--- src/rtl/fwd_order_scheduler.sv ---
// fwd_order_scheduler: in-order forwarding scheduler. Finished packets are
// queued by VM index in arrival order. The VM at the queue head either has
// its packet dropped (reject) or is granted the forwarder (accept) before
// the next packet is considered, so packets leave in arrival order.
module fwd_order_scheduler #(
    parameter int N_VM       = 4,
    parameter int SEL_WIDTH  = 2,
    parameter int DEPTH_LOG  = 4,
    parameter int STAT_WIDTH = 16
) (
    input  logic                  clk,
    input  logic                  rst,
    input  logic                  snoop_done,
    input  logic [SEL_WIDTH-1:0]  snoop_vm,
    input  logic [N_VM-1:0]       vm_dec_vld,
    input  logic [N_VM-1:0]       vm_dec_acc,
    output logic [N_VM-1:0]       vm_dec_ack,
    output logic                  fwd_valid,
    output logic [SEL_WIDTH-1:0]  fwd_vm,
    input  logic                  fwd_ready,
    input  logic                  fwd_done,
    output logic [DEPTH_LOG:0]    order_cnt,
    output logic                  order_ovf,
    output logic [STAT_WIDTH-1:0] fwd_count,
    output logic [STAT_WIDTH-1:0] drop_count
);

    localparam int DEPTH = 2 ** DEPTH_LOG;

    typedef enum logic [1:0] {
        ST_WAIT  = 2'd0,
        ST_OFFER = 2'd1,
        ST_BUSY  = 2'd2
    } state_t;

    state_t                 state, state_nxt;
    logic [SEL_WIDTH-1:0]   mem [DEPTH];
    logic [DEPTH_LOG-1:0]   wr_ptr, rd_ptr;
    logic                   fifo_full, fifo_empty;
    logic                   push, pop;
    logic [SEL_WIDTH-1:0]   head;
    logic                   head_in_range, head_vld, head_acc;
    logic                   latch_fwd_vm;
    logic                   fwd_inc, drop_inc;
    logic                   ack_en;
    logic [SEL_WIDTH-1:0]   ack_sel;

    assign fifo_full  = (order_cnt == (DEPTH_LOG+1)'(DEPTH));
    assign fifo_empty = (order_cnt == '0);
    assign push       = snoop_done && !fifo_full;
    assign head       = mem[rd_ptr];

    // Storage array written on push only.
    // NOTE: the FIFO storage has no reset; the pointers and count alone define
    // which entries are valid, so resetting the array would only cost logic.
    always_ff @(posedge clk) begin
        if (push) begin
            mem[wr_ptr] <= snoop_vm;
        end
    end

    // FIFO pointers, occupancy and the sticky overflow flag.
    // NOTE: sequential state uses non-blocking assignments so every register
    // samples pre-edge values regardless of statement order.
    always_ff @(posedge clk or negedge rst) begin
        if (!rst) begin
            wr_ptr    <= '0;
            rd_ptr    <= '0;
            order_cnt <= '0;
            order_ovf <= 1'b0;
        end else begin
            if (push) wr_ptr <= wr_ptr + 1'b1;
            if (pop)  rd_ptr <= rd_ptr + 1'b1;
            if (push && !pop)      order_cnt <= order_cnt + 1'b1;
            else if (!push && pop) order_cnt <= order_cnt - 1'b1;
            if (snoop_done && fifo_full) order_ovf <= 1'b1;
        end
    end

    // Decode the decision of the head VM; out-of-range indices act as an
    // immediately available reject.
    // NOTE: every combinational output gets a default first so no path can
    // leave it unassigned and infer a latch.
    always_comb begin
        head_in_range = (32'(head) < N_VM);
        head_vld      = 1'b0;
        head_acc      = 1'b0;
        for (int i = 0; i < N_VM; i++) begin
            if (head == SEL_WIDTH'(i)) begin
                head_vld = vm_dec_vld[i];
                head_acc = vm_dec_acc[i];
            end
        end
        if (!head_in_range) begin
            head_vld = 1'b1;
            head_acc = 1'b0;
        end
    end

    // FSM state register.
    always_ff @(posedge clk or negedge rst) begin
        if (!rst) state <= ST_WAIT;
        else      state <= state_nxt;
    end

    // FSM next-state and per-cycle control.
    always_comb begin
        state_nxt    = state;
        pop          = 1'b0;
        fwd_valid    = 1'b0;
        latch_fwd_vm = 1'b0;
        fwd_inc      = 1'b0;
        drop_inc     = 1'b0;
        ack_en       = 1'b0;
        ack_sel      = head;
        case (state)
            ST_WAIT: begin
                if (!fifo_empty && head_vld) begin
                    if (head_acc) begin
                        latch_fwd_vm = 1'b1;
                        state_nxt    = ST_OFFER;
                    end else begin
                        ack_en   = head_in_range;
                        pop      = 1'b1;
                        drop_inc = 1'b1;
                    end
                end
            end
            ST_OFFER: begin
                fwd_valid = 1'b1;
                if (fwd_ready) state_nxt = ST_BUSY;
            end
            ST_BUSY: begin
                if (fwd_done) begin
                    ack_en    = 1'b1;
                    ack_sel   = fwd_vm;
                    pop       = 1'b1;
                    fwd_inc   = 1'b1;
                    state_nxt = ST_WAIT;
                end
            end
            default: state_nxt = ST_WAIT;
        endcase
    end

    // One-hot acknowledge to the VM whose decision was consumed.
    always_comb begin
        vm_dec_ack = '0;
        for (int i = 0; i < N_VM; i++) begin
            if (ack_en && ack_sel == SEL_WIDTH'(i)) vm_dec_ack[i] = 1'b1;
        end
    end

    // Granted VM index, held stable through OFFER and BUSY.
    always_ff @(posedge clk or negedge rst) begin
        if (!rst)              fwd_vm <= '0;
        else if (latch_fwd_vm) fwd_vm <= head;
    end

    // Saturating forward/drop statistics.
    always_ff @(posedge clk or negedge rst) begin
        if (!rst) begin
            fwd_count  <= '0;
            drop_count <= '0;
        end else begin
            if (fwd_inc && fwd_count != '1)   fwd_count  <= fwd_count + 1'b1;
            if (drop_inc && drop_count != '1) drop_count <= drop_count + 1'b1;
        end
    end

endmodule
--- config.mk ---
export PLATFORM = sky130hd
export DESIGN_NAME = fwd_order_scheduler
export DESIGN_NICKNAME = d
export VERILOG_FILES = /design/src/rtl/fwd_order_scheduler.sv
export SDC_FILE = /design/constraint.sdc
export NUM_CORES = 1
export LEC_CHECK = 0
export ABC_CLOCK_PERIOD_IN_PS = 7300
export CAP_MARGIN = 40
export CORE_UTILIZATION = 40
export DETAILED_ROUTE_END_ITERATION = 10
export HOLD_SLACK_MARGIN = 0.05
export SLEW_MARGIN = 10
export SYNTH_ARGS = -nofsm -noshare
export SYNTH_HDL_FRONTEND = slang
export SYNTH_SLANG_ARGS = --single-unit
--- constraint.sdc ---
create_clock -name clk -period 7.3 [get_ports clk]
set_input_delay 1.46 -clock clk [delete_from_list [all_inputs] [get_ports clk]]
set_output_delay 1.46 -clock clk [all_outputs]
set_load 0.005 [all_outputs]
==> results of run 1 <==
[kinds of logic after synthesis]
logic type	synth area share (%)
muxes	9.92
and+or+nand+nor	15.5
adders and majority gates	3.94
buffers and inverters	2.75
DFF	55.3
AOI/OAI and AO/OA	4.76
xor gates and xnor gates	7.88
[state kept, by name, summed over array words and instances, names as in the netlist]
name	flops
state	2
wr_ptr	4
mem	32
fwd_vm	2
order_ovf	1
rd_ptr	4
order_cnt	5
fwd_count	16
drop_count	16
[stage by stage]
step	hold slack, ns	total power (W)	setup WS (ns)	instance area, um2	util, %
detailed placement	0.464	0.00135	2.64	4700	48.3
global placement	0.457	0.00134	2.65	4700	48.3
CTS	0.486	0.00169	2.33	4900	50.4
floorplan	0.450	0.00113	3.36	4000	-
finish	0.477	0.00166	2.37	4900	50.4
global route	0.507	0.00180	2.15	4900	50.4
[cell usage after synthesis, drive strengths merged (4+ instances only)]
master	instances	area share [%]
nor2b	8	1.3
and3	7	1.1
edfxtp	32	24
mux2	7	2.1
xnor2	33	7.2
a21oi	5	0.91
clkbuf	4	0.38
mux2i	10	2.6
nor3	9	1.1
o21ai	6	0.75
dfrtp	50	31
nand2b	6	0.94
ha	11	3.4
mux4	9	5.3
nand3	19	2.5
inv	10	0.94
buf	8	1.4
nor2	27	2.5
a21o	4	0.75
nand4	14	2.3
nand2	27	2.6
[per-layer routing]
layer / GRT usage, % / part of all wire [%] / vias up
li1: - / - / 1295
met1: 22.9 / 47 / 1276
met2: 27.9 / 48 / 51
met3: 4.24 / 4.2 / 5
met4: 4.62 / 0.83 / 0
met5: 0 / 0 / -
[cells in the final DEF (no fill, tap or decap), types with 7 or more instances in the layout]
master                             n
sky130_fd_sc_hd__clkdlybuf4s50_1  58
sky130_fd_sc_hd__nand2_1          26
sky130_fd_sc_hd__nand4_1          13
sky130_fd_sc_hd__nor2b_1           8
sky130_fd_sc_hd__ha_1             11
sky130_fd_sc_hd__nor2_1           27
sky130_fd_sc_hd__xnor2_1          33
sky130_fd_sc_hd__nand3_1          18
sky130_fd_sc_hd__mux2i_1           9
sky130_fd_sc_hd__edfxtp_1         32
sky130_fd_sc_hd__dfrtp_1          50
sky130_fd_sc_hd__clkbuf_8          9
sky130_fd_sc_hd__nor3_1            9
sky130_fd_sc_hd__inv_1            10
sky130_fd_sc_hd__and3_1            7
sky130_fd_sc_hd__mux4_2            7
[cell type report]
class                   instances  share of cell area (%)
multi-input cells             224                    34.2
inverters                      10                   0.766
repair buffers                 62                    12.4
flip-flops and latches         82                    45.1
clock buffers                   9                    2.53
well taps                     133                    3.39
clock inverters                 7                    1.56
[path summary, 6_finish.rpt]
path | cells past startpoint | start | slack, ns | to
worst max-delay path | 7 | rd_ptr[2] | 2.37 | vm_dec_ack[1]
worst min register to register | 1 | order_ovf | 0.48 | order_ovf
worst max register to register | 14 | rd_ptr[2] | 2.98 | order_cnt[4]
min in group asynchronous | 2 | rst | 1.22 | drop_count[8]
max in group asynchronous | 2 | rst | 5.64 | fwd_count[3]
worst min-delay path | 1 | order_ovf | 0.48 | order_ovf
[worst max-delay path, cell delays in order, from the launching register on]
cell and delay [ns]:
sky130_fd_sc_hd__dfrtp_1 0.68, sky130_fd_sc_hd__mux4_1 0.65, sky130_fd_sc_hd__mux4_2 0.62, sky130_fd_sc_hd__mux2i_1 0.18, sky130_fd_sc_hd__mux2i_2 0.20, sky130_fd_sc_hd__a32oi_1 0.17, sky130_fd_sc_hd__nor2_1 0.12, sky130_fd_sc_hd__clkdlybuf4s50_1 0.51
[power by group through the flow]
| stage | combinational [W] | clock (W) | sequential, W |
|---|---|---|---|
| after CTS | 0.000663 | 0.000347 | 0.000676 |
| after detailed placement | 0.000660 | 0 | 0.000686 |
| after global routing | 0.000740 | 0.000362 | 0.000693 |
| after floorplan | 0.000481 | 0 | 0.000647 |
| after global placement | 0.000652 | 0 | 0.000685 |
| final | 0.000657 | 0.000332 | 0.000675 |
==> tab_implementation.tex, run 1 <==
\begin{tabular}{lr}
\hline
Metric & Value \\
\hline
\multicolumn{2}{l}{\textbf{Run status}} \\
Result of the run & completed \\
\multicolumn{2}{l}{\textbf{Power}} \\
Seq pwr share & approximately two fifths \\
Clock group share of total power & 20.0\% \\
Power per cell area & 340 nW/um2 \\
Net Sw Frac & between 30\% and 40\% \\
Reported leakage power & slightly below 2 nW \\
Maximum VDD drop & 0.189 mV \\
Share of power burned in combinational logic & 39.5\% \\
Int Power & 0.00107 W \\
Switching power of the nets & 0.000595 W \\
\multicolumn{2}{l}{\textbf{Floorplan}} \\
Placeable core area & 9730 um2 \\
Vertical die dimension & slightly above 100 um \\
Initial core utilization & approximately two fifths \\
IO Pins & 60 \\
Floorplan die area & 10400 um2 \\
Num rows & 36 \\
Die outline width & 102 um \\
\multicolumn{2}{l}{\textbf{Synthesis}} \\
Distinct cell type count of the synthesized netlist & 48 \\
Post-Synthesis Cells & 328 \\
Number of enable flip-flop cells after synthesis & 32 \\
Most common flop cell mapped by yosys & sky130\_fd\_sc\_hd\_\_dfrtp\_1 \\
Part of the Yosys area used for sequential elements & 55.3\% \\
Number of warnings reported in the yosys synthesis log & 0 \\
Synthesis-stage register bit count & 82 \\
Fraction of synthesis flops using an asynchronous set or reset pin & 61.0\% \\
Cell area after synthesis & 4000 um2 \\
Synthesized netlist net count & 355 \\
Mapped Avg Cell Area & approximately 12 um2 \\
\multicolumn{2}{l}{\textbf{GRT}} \\
Via count of the first global-routing pass & 2629 \\
Maximum number of pins on one net before global-route repair & 51 \\
First-pass GRT wire length & 13500 um \\
Initial antenna violation count & 0 \\
GRT Overall Usage & 17.2\% \\
Leftover overflow at the end of global routing & 0 \\
\multicolumn{2}{l}{\textbf{Timing}} \\
Slew at the pin closest to its max-slew limit & 0.840 ns \\
Slew margin rel. & 43.5\% \\
Setup Skew & 0.00706 ns \\
Achievable clock frequency & 203 MHz \\
Number of hold-slack violations in the final timing report & 0 \\
Max-slew violations & 0 \\
Total setup violations reported at the end of the flow & 0 \\
Crit path time final & roughly 5 ns \\
Period Utilization, post-route & about 68\% \\
Setup repair after global routing missed its margin & false \\
Sum of negative setup slack & 0 ns \\
\multicolumn{2}{l}{\textbf{Route}} \\
Pre-antenna DRT Iters & 4 \\
Number of DRC markers after the initial detailed-route iteration & 140 \\
Overall via count from detail\_route & 2627 \\
Post-detailed-route wirelength per cell & 14.9 um \\
Antenna Violating Nets Remaining & 0 \\
DRC violations left & 0 \\
Total wire length & 7870 um \\
Via count normalized by instance count & 4.98 \\
\multicolumn{2}{l}{\textbf{Finish}} \\
Nets & 416 \\
Antenna diode count & 0 \\
Proportion of layout cells with a drive suffix above 1 & 9.64\% \\
Area growth from synthesis to layout & 22.6\% \\
Sequential standard cell area & $\sim$2200 um2 \\
Fill cells & 866 \\
Final non-filler cell total & roughly 530 \\
Multi-input gate area & 1680 um2 \\
\multicolumn{2}{l}{\textbf{Clocking}} \\
Count of hold-fix buffers inserted at cts & 0 \\
CTS tree & done \\
Num Clock Sinks & 82 \\
Clk slew on worst S/H paths & about 0.090 ns \\
Maximum count of clock buffers along a single path & 2 \\
Source-to-sink clock delay at the later pin of the worst-skew pair & between 0.3 and 0.4 ns \\
Post-cts gate resize count & 0 \\
Post-CTS Repair Setup Buffers & 0 \\
Clock Root Buffer & sky130\_fd\_sc\_hd\_\_clkbuf\_8 \\
Total number of H-tree levels & 3 \\
Cts bufs inserted & 9 \\
\multicolumn{2}{l}{\textbf{Job}} \\
Max capacitance violation total & 0 \\
\multicolumn{2}{l}{\textbf{Critical path}} \\
Signal arrival time at the worst endpoint & around 3.5 ns \\
Kind of critical path & reg -> out \\
Endpoint class of the critical path & primary output \\
Startpoint kind of the worst setup timing path & register \\
Crit path required time & 5.84 ns \\
Highest net fanout along the worst path & 12 \\
\multicolumn{2}{l}{\textbf{Place}} \\
Port bufs & 59 \\
Estimated wirelength of the detail-placed design & 5740 um \\
Final Wtd Congestion & 0.740 \\
Cell total after placement & 511 \\
\multicolumn{2}{l}{\textbf{Hold path}} \\
Type of the tightest min-delay check & reg -> reg \\
\hline
\end{tabular}
Power figures use the tool's default switching activity.
==> run 2: changes to the inputs <==
- ABC_CLOCK_PERIOD_IN_PS: 7300 -> 4700
- clock period: 7.3 -> 4.7 ns (I/O delays scaled with it)
==> run 2 against run 1 <==
Combinational power rose by 55%. Clock power increased by 34%. Clock-buffer cell count increased by 4. Largest power group unchanged. Die area is the same. Critical path depth unchanged. Global-route usage is 0.69 points lower.
==> tab_implementation.tex, run 2 (same netlist as run 1, synthesis figures left out) <==
\begin{tabular}{lr}
\hline
Metric & Value \\
\hline
\multicolumn{2}{l}{\textbf{Run status}} \\
Result of the run & completed \\
\multicolumn{2}{l}{\textbf{Floorplan}} \\
Die outline width & a little over 100 um \\
Floorplan die area & 10400 um2 \\
Placeable core area & about 9700 um2 \\
Vertical die dimension & between 100 and 150 um \\
Num rows & 36 \\
IO Pins & 60 \\
Initial core utilization & between 40\% and 50\% \\
\multicolumn{2}{l}{\textbf{Finish}} \\
Nets & 417 \\
Max FFs per register & 32 \\
Proportion of layout cells with a drive suffix above 1 & 9.37\% \\
Area growth from synthesis to layout & 21.9\% \\
Antenna diode count & 0 \\
Most frequent cells in the layout & sky130\_fd\_sc\_hd\_\_clkdlybuf4s50\_1 (58), sky130\_fd\_sc\_hd\_\_dfrtp\_1 (49), sky130\_fd\_sc\_hd\_\_xnor2\_1 (33) \\
Commonest non-fill, non-tap cell in the layout & sky130\_fd\_sc\_hd\_\_clkdlybuf4s50\_1 \\
Multi-input gate area & about 1700 um2 \\
Largest registers ranked by flip-flop count & mem: 32 flops, drop\_count: 16 flops, fwd\_count: 16 flops \\
Register with the highest flop count & mem \\
Final core occ & 50.1\% \\
Final non-filler cell total & 528 \\
Fill cells & 894 \\
Sequential standard cell area & 2210 um2 \\
\multicolumn{2}{l}{\textbf{Hold path}} \\
Worst Hold Depth & 1 \\
Worst hold endpoint & state[0] \\
Hold path start & state[1] \\
Type of the tightest min-delay check & reg -> reg \\
\multicolumn{2}{l}{\textbf{Route}} \\
Antenna Violating Nets Remaining & 0 \\
DRC violations left & 0 \\
Pre-antenna DRT Iters & 4 \\
Overall via count from detail\_route & 2655 \\
Via count normalized by instance count & a little over 5 \\
Total wire length & 7900 um \\
Post-detailed-route wirelength per cell & approximately 15 um \\
Number of DRC markers after the initial detailed-route iteration & 116 \\
\multicolumn{2}{l}{\textbf{Power}} \\
Reported leakage power & 1.94 nW \\
Clock group share of total power & 17.7\% \\
Power per cell area & 516 nW/um2 \\
Seq pwr share & about two fifths \\
Net Sw Frac & 35.6\% \\
Int Power & 0.00162 W \\
Maximum VDD drop & 0.357 mV \\
Share of power burned in combinational logic & 40.6\% \\
Switching power of the nets & between 0.0008 and 0.0009 W \\
\multicolumn{2}{l}{\textbf{Critical path}} \\
Cell depth of the worst flop-to-flop path & 13 \\
Highest net fanout along the worst path & 12 \\
Kind of critical path & reg -> out \\
Critical Path, Cell by Cell & mux4\_1 > mux4\_2 > mux2i\_1 > mux2i\_2 > a32oi\_1 > nor2\_1 > clkdlybuf4s50\_1 \\
Crit-path slowest cell & sky130\_fd\_sc\_hd\_\_mux4\_2 \\
Setup slack on the worst flop-to-flop path & 0.77 ns \\
Buf+Inv Stages, Crit Path & 1 \\
Endpoint class of the critical path & primary output \\
Largest stage delay, worst path & 0.62 ns \\
Signal arrival time at the worst endpoint & around 3.4 ns \\
Category of cells accounting for the largest share of critical-path delay & multiplexers \\
R2R Path End & order\_cnt[4] \\
Startpoint kind of the worst setup timing path & register \\
Reg-to-reg startpoint & rd\_ptr[2] \\
Crit path required time & between 3 and 4 ns \\
\multicolumn{2}{l}{\textbf{Clocking}} \\
Clock Root Buffer & sky130\_fd\_sc\_hd\_\_clkbuf\_8 \\
CTS tree & done \\
Source-to-sink clock delay at the later pin of the worst-skew pair & 0.35 ns \\
Maximum count of clock buffers along a single path & 2 \\
Num Clock Sinks & 82 \\
Count of hold-fix buffers inserted at cts & 0 \\
Clk slew on worst S/H paths & $\sim$0.070 ns \\
Cts bufs inserted & 9 \\
Total number of H-tree levels & 3 \\
\multicolumn{2}{l}{\textbf{GRT}} \\
GRT Overall Usage & 16.5\% \\
Via count of the first global-routing pass & 2571 \\
Initial antenna violation count & 0 \\
Leftover overflow at the end of global routing & 0 \\
First-pass GRT wire length & $\sim$13000 um \\
Maximum number of pins on one net before global-route repair & 51 \\
\multicolumn{2}{l}{\textbf{Timing}} \\
Achievable clock frequency & 230 MHz \\
Period Utilization, post-route & 92.5\% \\
Max-slew violations & 0 \\
Sum of negative setup slack & 0 ns \\
Slew at the pin closest to its max-slew limit & 0.883 ns \\
Crit path time final & between 4 and 5 ns \\
Number of hold-slack violations in the final timing report & 0 \\
Total setup violations reported at the end of the flow & 0 \\
Setup Skew & 0.00975 ns \\
Setup repair after global routing missed its margin & false \\
Slew margin rel. & between 40 and 50\% \\
\multicolumn{2}{l}{\textbf{Place}} \\
Estimated wirelength of the detail-placed design & 5860 um \\
Final Wtd Congestion & 0.756 \\
Port bufs & 59 \\
Cell total after placement & just over 500 \\
\multicolumn{2}{l}{\textbf{Job}} \\
Max capacitance violation total & 0 \\
\hline
\end{tabular}
run 2: metrics by stage:
step                      hold slack, ns  setup slack, ns  area [um2]  total power [W]
after floorplan                    0.450             1.10        4000          0.00175
after global placement             0.453            0.607        4700          0.00206
after detailed placement           0.472            0.524        4710          0.00209
after CTS                          0.489            0.141        4880          0.00255
after global routing               0.506            0.140        4880          0.00269
final                              0.486            0.355        4880          0.00252
run 2: worst register-to-register path, cell delays in order (launching register included):
cell	delay (ns)
sky130_fd_sc_hd__dfrtp_2	0.53
sky130_fd_sc_hd__mux4_1	0.58
sky130_fd_sc_hd__mux4_2	0.62
sky130_fd_sc_hd__mux2i_1	0.24
sky130_fd_sc_hd__mux2i_2	0.15
sky130_fd_sc_hd__a21oi_4	0.26
sky130_fd_sc_hd__ha_1	0.24
sky130_fd_sc_hd__inv_1	0.11
sky130_fd_sc_hd__fa_1	0.42
sky130_fd_sc_hd__a21o_1	0.20
sky130_fd_sc_hd__a21oi_1	0.16
sky130_fd_sc_hd__xnor2_1	0.13
sky130_fd_sc_hd__nor2_1	0.06
sky130_fd_sc_hd__xnor2_1	0.13
run 2: power by group through the flow:
| stage | Clock (W) | Combinational, W | Sequential [W] |
|---|---|---|---|
| detailed placement | 0 | 0.00103 | 0.00107 |
| CTS | 0.000464 | 0.00103 | 0.00105 |
| global placement | 0 | 0.000999 | 0.00107 |
| finish | 0.000445 | 0.00102 | 0.00105 |
| floorplan | 0 | 0.000748 | 0.00101 |
| global route | 0.000490 | 0.00113 | 0.00108 |
run 2: final cells by class:
cell class                 count  area share, %
sequential                    82           45.4
multi-input combinational    224           34.4
timing repair buffer          63           12.6
tap                          133           3.41
clock buffer                  13           3.05
inverter                      10          0.770
clock inverter                 3          0.359
run 2: worst max path at each step:
stage / startpoint / slack, ns / endpoint / depth (start not counted)
after floorplan: rd_ptr[2] / 1.10 / order_cnt[4] / 15
after CTS: rd_ptr[2] / 0.14 / vm_dec_ack[3] / 7
after global routing: rd_ptr[2] / 0.14 / vm_dec_ack[3] / 7
after global placement: rd_ptr[2] / 0.61 / vm_dec_ack[3] / 7
final: rd_ptr[2] / 0.35 / vm_dec_ack[3] / 7
after detailed placement: rd_ptr[2] / 0.52 / vm_dec_ack[3] / 7
run 2: timing repair:
item | 4_1_cts | 5_1_grt
endpoints found under the hold margin | 0 | 0
gates resized for setup | 0 | 1
setup buffers | 0 | 0
endpoints found under the setup margin | 0 | 2
run 2: per-layer routing:
metal / vias to the layer above / GRT usage, % / part of all wire [%]
met4: 0 / 5.93 / 0.61
met1: 1282 / 22.4 / 47
met2: 65 / 25.9 / 47
li1: 1301 / - / -
met5: - / 0 / 0
met3: 7 / 3.69 / 4.6
==> run 3: changes to the inputs <==
- GPL_ROUTABILITY_DRIVEN: not set -> 0
==> results of run 3 <==
The final DEF is identical to that of run 2; final timing and power are the same.
